==> config.mk <==
export PLATFORM = sky130hd
export DESIGN_NAME = briey_program_loader_flat
export DESIGN_NICKNAME = d
export VERILOG_FILES = /design/src/rtl/briey_program_loader_if.sv /design/src/rtl/briey_program_loader.sv /design/src/flat_wrapper.sv
export SDC_FILE = /design/constraint.sdc
export NUM_CORES = 1
export LEC_CHECK = 0
export ABC_AREA = 1
export CAP_MARGIN = 5
export CORE_ASPECT_RATIO = 0.5
export CORE_MARGIN = 10
export CORE_UTILIZATION = 30
export CTS_BUF_LIST = sky130_fd_sc_hd__clkbuf_4
export CTS_CLUSTER_DIAMETER = 100
export CTS_CLUSTER_SIZE = 25
export DETAILED_ROUTE_END_ITERATION = 12
export GPL_TIMING_DRIVEN = 0
export PLACE_DENSITY = 0.53
export RECOVER_POWER = 100
export SLEW_MARGIN = 20
export SYNTH_ARGS = -nofsm -noshare
export SYNTH_HDL_FRONTEND = slang
export SYNTH_SLANG_ARGS = --single-unit
==> constraint.sdc <==
create_clock -name clk -period 2.3 [get_ports clk]
set_input_delay 0.23 -clock clk [delete_from_list [all_inputs] [get_ports clk]]
set_output_delay 0.23 -clock clk [all_outputs]
set_load 0.02 [all_outputs]
==> src/rtl/briey_program_loader_if.sv <==
// Bus bundle for the Briey program loader: input word stream plus the
// AW/W/B channels of the RAM reload port.
interface briey_program_loader_if #(
  parameter int ADDR_WIDTH = 15,
  parameter int LINE_WIDTH = 512,
  parameter int WORD_WIDTH = 32
);
  logic                      s_valid;
  logic                      s_ready;
  logic [WORD_WIDTH-1:0]     s_data;
  logic                      s_last;

  logic                      aw_valid;
  logic                      aw_ready;
  logic [ADDR_WIDTH-1:0]     aw_addr;

  logic                      w_valid;
  logic                      w_ready;
  logic [LINE_WIDTH-1:0]     w_data;
  logic [LINE_WIDTH/8-1:0]   w_strb;
  logic                      w_last;

  logic                      b_valid;
  logic                      b_ready;
  logic [1:0]                b_resp;

  // The loader drives the RAM side and consumes the word stream.
  modport master (
    input  s_valid, s_data, s_last,
    output s_ready,
    output aw_valid, aw_addr,
    input  aw_ready,
    output w_valid, w_data, w_strb, w_last,
    input  w_ready,
    input  b_valid, b_resp,
    output b_ready
  );

  modport slave (
    output s_valid, s_data, s_last,
    input  s_ready,
    input  aw_valid, aw_addr,
    output aw_ready,
    input  w_valid, w_data, w_strb, w_last,
    output w_ready,
    output b_valid, b_resp,
    input  b_ready
  );
endinterface

==> src/rtl/briey_program_loader.sv <==
// Packs a stream of program words into RAM lines and writes each line to the
// Briey RAM reload port, one AW/W/B transaction per line.
module briey_program_loader #(
  parameter int ADDR_WIDTH = 15,
  parameter int LINE_WIDTH = 512,
  parameter int WORD_WIDTH = 32
) (
  input  logic                  clk,
  input  logic                  rst,
  input  logic                  start,
  input  logic [ADDR_WIDTH-1:0] base_addr,
  briey_program_loader_if.master bus,
  output logic                  busy,
  output logic                  done,
  output logic                  error,
  output logic [15:0]           lines_written
);

  localparam int STRB_WIDTH = LINE_WIDTH / 8;
  localparam int WORDS      = LINE_WIDTH / WORD_WIDTH;
  localparam int WORD_BYTES = WORD_WIDTH / 8;
  localparam int IDX_WIDTH  = (WORDS > 1) ? $clog2(WORDS) : 1;
  localparam logic [ADDR_WIDTH-1:0] LINE_BYTES = ADDR_WIDTH'(STRB_WIDTH);
  localparam logic [ADDR_WIDTH-1:0] LINE_MASK  = ~ADDR_WIDTH'(STRB_WIDTH - 1);
  localparam logic [IDX_WIDTH-1:0]  LAST_IDX   = IDX_WIDTH'(WORDS - 1);

  typedef enum logic [2:0] {
    IDLE,
    FILL,
    ISSUE,
    RESP,
    DONE
  } state_t;

  state_t                  state_q, state_d;
  logic [ADDR_WIDTH-1:0]   addr_q, addr_d;
  logic [LINE_WIDTH-1:0]   buf_q, buf_d;
  logic [STRB_WIDTH-1:0]   strb_q, strb_d;
  logic [IDX_WIDTH-1:0]    idx_q, idx_d;
  logic                    last_q, last_d;
  logic                    aw_pend_q, aw_pend_d;
  logic                    w_pend_q, w_pend_d;
  logic                    done_q, done_d;
  logic                    error_q, error_d;
  logic [15:0]             lines_q, lines_d;

  always_ff @(posedge clk) begin
    if (rst) begin
      state_q   <= IDLE;
      addr_q    <= '0;
      buf_q     <= '0;
      strb_q    <= '0;
      idx_q     <= '0;
      last_q    <= 1'b0;
      aw_pend_q <= 1'b0;
      w_pend_q  <= 1'b0;
      done_q    <= 1'b0;
      error_q   <= 1'b0;
      lines_q   <= '0;
    end else begin
      state_q   <= state_d;
      addr_q    <= addr_d;
      buf_q     <= buf_d;
      strb_q    <= strb_d;
      idx_q     <= idx_d;
      last_q    <= last_d;
      aw_pend_q <= aw_pend_d;
      w_pend_q  <= w_pend_d;
      done_q    <= done_d;
      error_q   <= error_d;
      lines_q   <= lines_d;
    end
  end

  always_comb begin
    state_d   = state_q;
    addr_d    = addr_q;
    buf_d     = buf_q;
    strb_d    = strb_q;
    idx_d     = idx_q;
    last_d    = last_q;
    aw_pend_d = aw_pend_q;
    w_pend_d  = w_pend_q;
    done_d    = done_q;
    error_d   = error_q;
    lines_d   = lines_q;

    case (state_q)
      IDLE: begin
        if (start) begin
          addr_d  = base_addr & LINE_MASK;
          buf_d   = '0;
          strb_d  = '0;
          idx_d   = '0;
          last_d  = 1'b0;
          done_d  = 1'b0;
          error_d = 1'b0;
          lines_d = '0;
          state_d = FILL;
        end
      end

      FILL: begin
        if (bus.s_valid) begin
          buf_d[WORD_WIDTH*idx_q +: WORD_WIDTH] = bus.s_data;
          strb_d[WORD_BYTES*idx_q +: WORD_BYTES] = '1;
          idx_d = idx_q + 1'b1;
          // A line closes on its last slot or on the end of the program.
          if (bus.s_last || (idx_q == LAST_IDX)) begin
            last_d    = bus.s_last;
            aw_pend_d = 1'b1;
            w_pend_d  = 1'b1;
            state_d   = ISSUE;
          end
        end
      end

      ISSUE: begin
        aw_pend_d = aw_pend_q && !bus.aw_ready;
        w_pend_d  = w_pend_q && !bus.w_ready;
        if (!aw_pend_d && !w_pend_d) begin
          state_d = RESP;
        end
      end

      RESP: begin
        if (bus.b_valid) begin
          lines_d = lines_q + 16'd1;
          if (bus.b_resp != 2'b00) begin
            error_d = 1'b1;
          end
          if (last_q) begin
            state_d = DONE;
          end else begin
            addr_d  = addr_q + LINE_BYTES;
            buf_d   = '0;
            strb_d  = '0;
            idx_d   = '0;
            state_d = FILL;
          end
        end
      end

      DONE: begin
        done_d  = 1'b1;
        state_d = IDLE;
      end

      default: begin
        state_d = IDLE;
      end
    endcase
  end

  assign bus.s_ready  = (state_q == FILL);
  assign bus.aw_valid = aw_pend_q;
  assign bus.aw_addr  = addr_q;
  assign bus.w_valid  = w_pend_q;
  assign bus.w_data   = buf_q;
  assign bus.w_strb   = strb_q;
  assign bus.w_last   = 1'b1;
  assign bus.b_ready  = (state_q == RESP);

  assign busy          = (state_q == FILL) || (state_q == ISSUE) || (state_q == RESP);
  assign done          = done_q;
  assign error         = error_q;
  assign lines_written = lines_q;

endmodule
==> src/flat_wrapper.sv <==
// flat-port wrapper written by rule: the top's interface ports become plain ports
module briey_program_loader_flat 
#(
  parameter int ADDR_WIDTH = 15,
  parameter int LINE_WIDTH = 512,
  parameter int WORD_WIDTH = 32
)
  (clk, rst, start, base_addr, busy, done, error, lines_written, bus_s_valid, bus_s_data, bus_s_last, bus_s_ready, bus_aw_valid, bus_aw_addr, bus_aw_ready, bus_w_valid, bus_w_data, bus_w_strb, bus_w_last, bus_w_ready, bus_b_valid, bus_b_resp, bus_b_ready);
  briey_program_loader_if #(.ADDR_WIDTH(ADDR_WIDTH), .LINE_WIDTH(LINE_WIDTH), .WORD_WIDTH(WORD_WIDTH)) bus_i ();
  input  logic clk;
  input  logic rst;
  input  logic start;
  input  logic [ADDR_WIDTH-1:0] base_addr;
  output logic busy;
  output logic done;
  output logic error;
  output logic [15:0] lines_written;
  input wire logic [$bits(bus_i.s_valid)-1:0] bus_s_valid;
  input wire logic [$bits(bus_i.s_data)-1:0] bus_s_data;
  input wire logic [$bits(bus_i.s_last)-1:0] bus_s_last;
  output wire logic [$bits(bus_i.s_ready)-1:0] bus_s_ready;
  output wire logic [$bits(bus_i.aw_valid)-1:0] bus_aw_valid;
  output wire logic [$bits(bus_i.aw_addr)-1:0] bus_aw_addr;
  input wire logic [$bits(bus_i.aw_ready)-1:0] bus_aw_ready;
  output wire logic [$bits(bus_i.w_valid)-1:0] bus_w_valid;
  output wire logic [$bits(bus_i.w_data)-1:0] bus_w_data;
  output wire logic [$bits(bus_i.w_strb)-1:0] bus_w_strb;
  output wire logic [$bits(bus_i.w_last)-1:0] bus_w_last;
  input wire logic [$bits(bus_i.w_ready)-1:0] bus_w_ready;
  input wire logic [$bits(bus_i.b_valid)-1:0] bus_b_valid;
  input wire logic [$bits(bus_i.b_resp)-1:0] bus_b_resp;
  output wire logic [$bits(bus_i.b_ready)-1:0] bus_b_ready;
  assign bus_i.s_valid = bus_s_valid;
  assign bus_i.s_data = bus_s_data;
  assign bus_i.s_last = bus_s_last;
  assign bus_s_ready = bus_i.s_ready;
  assign bus_aw_valid = bus_i.aw_valid;
  assign bus_aw_addr = bus_i.aw_addr;
  assign bus_i.aw_ready = bus_aw_ready;
  assign bus_w_valid = bus_i.w_valid;
  assign bus_w_data = bus_i.w_data;
  assign bus_w_strb = bus_i.w_strb;
  assign bus_w_last = bus_i.w_last;
  assign bus_i.w_ready = bus_w_ready;
  assign bus_i.b_valid = bus_b_valid;
  assign bus_i.b_resp = bus_b_resp;
  assign bus_b_ready = bus_i.b_ready;
  briey_program_loader #(.ADDR_WIDTH(ADDR_WIDTH), .LINE_WIDTH(LINE_WIDTH), .WORD_WIDTH(WORD_WIDTH)) u_core (.clk(clk), .rst(rst), .start(start), .base_addr(base_addr), .bus(bus_i), .busy(busy), .done(done), .error(error), .lines_written(lines_written));
endmodule
## Word-level counts from Yosys, hierarchy flattened

Cells that the tools add are included.

| storage, ports and cells | value |
|---|---|
| register bits | 619 |
| latch bits | 0 |
| RAM bits | 0 |
| memory bits (read-only) | 0 |
| input bits | 57 |
| output and inout bits | 615 |
| word-level logic and storage cells | 100 |
| memories | 0 |

| cells by class | value |
|---|---|
| add/sub/neg operators | 5 |
| multiply operators | 0 |
| divide/modulo/power cells | 0 |
| magnitude comparators | 0 |
| equal/unequal tests | 12 |
| shift-type cells | 4 |
| muxes and demuxes | 43 |
| bitwise operators | 0 |
| reductions and logical operators | 25 |

Operators by type and width:

| operator | number |
|---|---|
| two-way mux 512 bit | 4 |
| case mux 512 bit (3 select lines) | 1 |
| bitwise mux 512 bit | 1 |
| variable shift 32 x 34 -> 512 bit, first input constant | 1 |
| indexed part select 32 x 34 -> 512 bit | 1 |
| two-way mux 64 bit | 4 |
| case mux 64 bit (3 select lines) | 1 |
| bitwise mux 64 bit | 1 |
| variable shift 4 x 34 -> 64 bit, first input constant | 1 |
| indexed part select 4 x 34 -> 64 bit, first input constant | 1 |
| two-way mux 15 bit | 3 |
| negation 6 -> 34 bit | 1 |
| negation 9 -> 34 bit | 1 |
| two-way mux 16 bit | 2 |
| case mux 16 bit (2 select lines) | 1 |
| case mux 15 bit (2 select lines) | 1 |
| two-way mux 3 bit | 6 |
| adder 16 x 1 -> 16 bit, second input constant | 1 |
| two-way mux 4 bit | 4 |
| adder 15 x 7 -> 15 bit, second input constant | 1 |
| case mux 3 bit (4 select lines) | 1 |
| case mux 4 bit (3 select lines) | 1 |
| AND reduction 4 bit | 3 |
| case mux 1 bit (2 select lines) | 5 |
| 17 further kinds | 42 |

## Depth between registers and ports, before layout

| depth | value |
|---|---|
| depth in word-level cells | 6 |
| mapped depth | 15 |
| depth with buffers taken out | 14 |

## Worst setup path after synthesis

OpenSTA, ideal clock, no wires.

| timing | value |
|---|---|
| path kind | flip-flop to flip-flop |
| start | reg u_core.idx_q[0] |
| end | reg u_core.buf_q[87], in the netlist u_core.bus.w_data[87] |
| library setup time | 132 ps |
| data arrival time | 1987 ps |
| required time | 2168 ps |
| setup slack | 180 ps |
| stages on the path, launching flop included | 10 |
| path buffers | 2 |
| clock period less this slack | 2120 ps |
| cells stage by stage | dfxtp_1 > inv_1 > ha_1 > buf_2 > nand3_1 > nor3_2 > nand2_1 > clkbuf_1 > nand3_1 > a21oi_1 |

| on the way | value |
|---|---|
| longest elaborated chain between the ends | 5 |
| elaborated cells on any way between the ends | 6 |
| classes of those cells | add/sub: 1; shift: 2; mux: 3 |

RTL lines:

| what | RTL line | source |
|---|---|---|
| start: declaration | briey_program_loader.sv:39 | `logic [IDX_WIDTH-1:0] idx_q, idx_d;` |
| start signal: assignment | briey_program_loader.sv:65 | `idx_q <= idx_d;` |
| negation 9 -> 34 bit * | briey_program_loader.sv:105 | `buf_d[WORD_WIDTH*idx_q +: WORD_WIDTH] = bus.s_data;` |
| indexed part select 32 x 34 -> 512 bit or variable shift 32 x 34 -> 512 bit (tied branches) | briey_program_loader.sv:105 |  |
| bitwise mux 512 bit * | briey_program_loader.sv:105 |  |
| two-way mux 512 bit * | briey_program_loader.sv:104 | `if (bus.s_valid) begin` |
| case mux 512 bit (3 select lines) * | briey_program_loader.sv:88 | `case (state_q)` |
| end signal: assignment | briey_program_loader.sv:63 | `buf_q <= buf_d;` |
| end: declaration | briey_program_loader.sv:37 | `logic [LINE_WIDTH-1:0] buf_q, buf_d;` |

Mark *: on every way between the ends. The rest lies on a longest branch, timed or not. The select of a mux whose other input is x is not followed.
A chain may end at the register's enable or synchronous reset.

## Worst setup path after layout

| timing | value |
|---|---|
| start | reg u_core.state_q[1] |
| end | reg u_core.buf_q[151], in the netlist u_core.bus.w_data[151] |

| on the way | value |
|---|---|
| longest elaborated chain between the ends | 3 |
| elaborated cells on any way between the ends | 10 |
| classes of those cells | eq/ne: 6; mux: 1; reduce/logical: 3 |

RTL lines:

| what | RTL line | source |
|---|---|---|
| start: declaration | briey_program_loader.sv:35 | `state_t state_q, state_d;` |
| start signal: assignment | briey_program_loader.sv:61 | `state_q <= state_d;` |
| == test 3 x 2 -> 1 bit, or another cell as far along | briey_program_loader.sv:88 |  |
| != test 2 bit (no line) or nonzero test 3 bit (tied branches) | - |  |
| AND reduction 5 bit (no line) | - |  |

Parallel ways exist; a longest one is shown, timed or not.

==> flow_summary.toml <==
[outcome]
status = "finished with violations"
violations = "negative setup slack"

[floorplan]
start_util = 0.302
ios = 672
fp.dieH_microns = 220
die_width_microns = 419
core-area_sq_um = 79200
die-area_sq_um = 92100
rows = 73

[finish]
final_cells = 5131
area_growth_pct = 55.9
fillers = 7807
multi_input_area_sq_um = 11900
seq_area_sq_um = 11400
nets = 4134
final_layout_size_suffix_gt1_frac = 0.200
final_area_sq_um = 37300

[synth]
yosysSeqAreaShare = 0.473
syn_area_sq_um = 23900
synth.top_cell.area_share = 0.473
netlist_instances = 3221
synth_edf_count = 0
yosys_register_bits = 565
synth.avg_cell_area_sq_um = 7.43
async_reset_ff_frac = 0
synthFlopType = "dfxtp_1"
synthTopCellsByArea = "dfxtp_1, nand3_1, a21oi_1, nand2_1, nor2_1"
ys_warn_count = 0
yosys.area.top_type = "dfxtp_1"
synth_cell_types = 39

[pwr]
power_frac_seq = 0.342
clock_power_share = 0.117
p_switching_uw = 15300
ir_drop_uv = 606
p_int_uw = 17700
p_comb_frac = 0.541
switching_share = 0.465
leakagePower_uw = 0.0207
power.density_nw_per_um2 = 886

[critical_path]
end_kind = "flop"
cp.required_ns = 3.18
endpoint = "u_core.bus.w_data[151]"
reg2reg_depth = 13
worstPathMaxFanout = 6
rr_startpoint = "u_core.state_q[1]"
startpoint = "u_core.state_q[1]"
start_kind = "flop"
worstPathCellList = "buf_4 -> buf_4 -> a21oi_1 -> nand3_4 -> nor2_4 -> buf_12 -> buf_12 -> nand3_4 -> inv_8 -> buf_12 -> buf_8 -> nand2_2 -> a21oi_2"
arrival_ns = 3.44
rrSetupSlack_ns = -0.26
cpMaxStageDelayCell = "dfxtp_4"
critical-path-top-delay-family = "buffers and inverters"
path_common_cell = "buf_12"
critical_path_depth = 13
r2r-end = "u_core.bus.w_data[151]"
crit_type = "flop to flop"
crit_path_max_incr_delay_ns = 0.43
timing.critical_path.buf_inv = 7

[cts]
cts.clk_slew.worst_paths_ns = 0.33
cts_tree = "done"
cts_root_buffer = "clkbuf_4"
clock_path_buffers = 3
cts.sinks = 565
htree_levels = 1
cts_buffers = 26
insertion_delay_ns = 1.08

[timing]
hold_viol = 0
worstMarginPinSlew_ns = 1.28
fin_crit_ns = 2.56
maxSlewHeadroom = 0.150
setup_slack_ns = -0.264
rsz0062_at_grt = "true"
fmax_ghz = 0.390
setup_violations = 396
fin_skew_ns = 0.150
fin_setup_tns_ns = -40.22
period_share = 1.11
slew_violations = 0

[grt]
grt_pass1_wl_microns = 178000
grt_max_degree = 26
grt_pass1_vias = 24689
grt_use_total = 0.261
overflow = 0
antenna_found_initial = 3

[routing]
drc = 0
ant_nets = 0
vias_per_cell = 5.25
wl_microns = 132000
drtPass1Iterations = 6
drtIter0Drc = 2664
wl_per_cell_microns = 25.7
via_count = 26944

[min_path]
hp-class = "primary input to flop"

[place]
hpwl_microns = 99500
port_buffers = 657
dpl_cell_area_sq_um = 31900
place_congestion = 0.897
placedCellCount = 4934

[run]
max_cap_violations = 0
## synthesized netlist by cell type, types with 2 or more instances
| master | instances |
|---|---|
| buf_2 | 92 |
| dfxtp_1 | 565 |
| o21a_1 | 2 |
| nor2_1 | 399 |
| clkbuf_1 | 139 |
| nand2_2 | 6 |
| nand3_4 | 7 |
| o21ai_0 | 22 |
| nand3b_1 | 102 |
| nor3b_1 | 2 |
| nand4_1 | 41 |
| a21oi_1 | 453 |
| conb_1 | 2 |
| buf_1 | 11 |
| nor2_2 | 6 |
| a22oi_1 | 13 |
| buf_6 | 6 |
| ha_1 | 7 |
| a211oi_1 | 4 |
| nand3_1 | 534 |
| inv_1 | 105 |
| nor3_2 | 6 |
| buf_4 | 73 |
| nand2_1 | 550 |
| inv_2 | 15 |
| nor3_1 | 42 |
| nor2_4 | 5 |
## worst reg2reg max path, cell delays in order, from the launching register on
cell and delay (ns):
dfxtp_4 0.43, buf_4 0.14, buf_4 0.15, a21oi_1 0.24, nand3_4 0.11, nor2_4 0.22
buf_12 0.15, buf_12 0.14, nand3_4 0.23, inv_8 0.17, buf_12 0.12, buf_8 0.12
nand2_2 0.06, a21oi_2 0.12
## kinds of logic after synthesis
kind of cell,count (synthesis),synth area share
compound gates,499,0.107
fa+ha+maj,7,0.00366
buf+inv,443,0.0885
flops,565,0.473
simple gates,1704,0.327
other cells,2,0.000314
xor+xnor,1,0.000366
## how the worst min path moves through the flow
stage / startpoint / endpoint / slack [ns] / cells past startpoint
after global routing: bus_s_data[4] / u_core.bus.w_data[260] / 0.02 / 3
after floorplan: base_addr[8] / u_core.bus.aw_addr[8] / 0.37 / 2
after detailed placement: u_core.bus.w_data[23] / u_core.bus.w_data[23] / 0.46 / 2
after CTS: bus_s_data[25] / u_core.bus.w_data[281] / 0.005 / 3
final: bus_s_data[19] / u_core.bus.w_data[275] / 0.03 / 3
after global placement: u_core.bus.w_data[28] / u_core.bus.w_data[28] / 0.45 / 2
## flip-flops by register name, summed over array words and instances (netlist names), 3 cells and up
signal and count:
u_core.bus.w_data 512, u_core.lines_written 16, u_core.bus.aw_addr 9, u_core.bus.w_strb 16, u_core.state_q 3, u_core.idx_q 4
## power by group through the flow
| stage | Clock [uW] | Sequential [uW] | Combinational, uW |
|---|---|---|---|
| floorplan | 0 | 12300 | 6910 |
| global placement | 0 | 11500 | 13800 |
| detailed placement | 0 | 11500 | 13800 |
| CTS | 3890 | 11300 | 16100 |
| global route | 4170 | 11400 | 18800 |
| finish | 3870 | 11300 | 17900 |
## metal layers
layer,share of wire,GRT usage
met1,0.39,0.312
met2,0.49,0.456
met3,0.070,0.0457
met4,0.053,0.118
met5,0,0
## cell type report
| type | count | share of cell area |
|---|---|---|
| timing repair inverter | 1 | 0.000168 |
| sequential | 565 | 0.306 |
| inverter | 121 | 0.0159 |
| clock buffer | 27 | 0.00544 |
| timing repair buffer | 820 | 0.251 |
| antenna | 11 | 0.000738 |
| clock inverter | 1 | 0.000302 |
| buffer | 316 | 0.0669 |
| multi-input combinational | 2219 | 0.319 |
| tap | 1050 | 0.0352 |
## layout by cell type (no fill, tap or decap), types with 36 or more instances in the layout
cell type	synthesis	routed
buf_6	6	59
buf_4	73	213
nand2_1	550	475
nand2_2	6	54
nand3b_1	102	102
dlygate4sd2_1	0	56
nor2_4	5	43
dlymetal6s2s_1	0	420
nor3_1	42	36
clkdlybuf4s50_1	0	132
nor2_1	399	341
clkbuf_4	0	53
dfxtp_1	565	534
inv_1	105	96
clkbuf_1	139	70
a21oi_1	453	349
a21oi_2	0	104
nand3_1	534	511
nand4_1	41	41
## through the flow
step / total power, uW / utilization / hold WS, ns / setup slack [ns]
2_1_floorplan: 19200 / - / 0.374 / 0.180
3_3_place_gp: 25200 / 0.402 / 0.451 / -1.07
3_5_place_dp: 25300 / 0.402 / 0.455 / -1.02
4_1_cts: 31300 / 0.432 / 0.00493 / -0.193
5_1_grt: 34300 / 0.470 / 0.0162 / -0.266
6_report: 33000 / 0.471 / 0.0302 / -0.264
## timing repair
item,in CTS,in global routing
hold buffers,32,0
gates cloned,17,13
pin swaps,56,125
hold endpoints to repair,32,0
buffers inserted,59,50
endpoints found under the setup margin,984,962
resized for setup,509,911
Power figures use the tool's default switching activity.
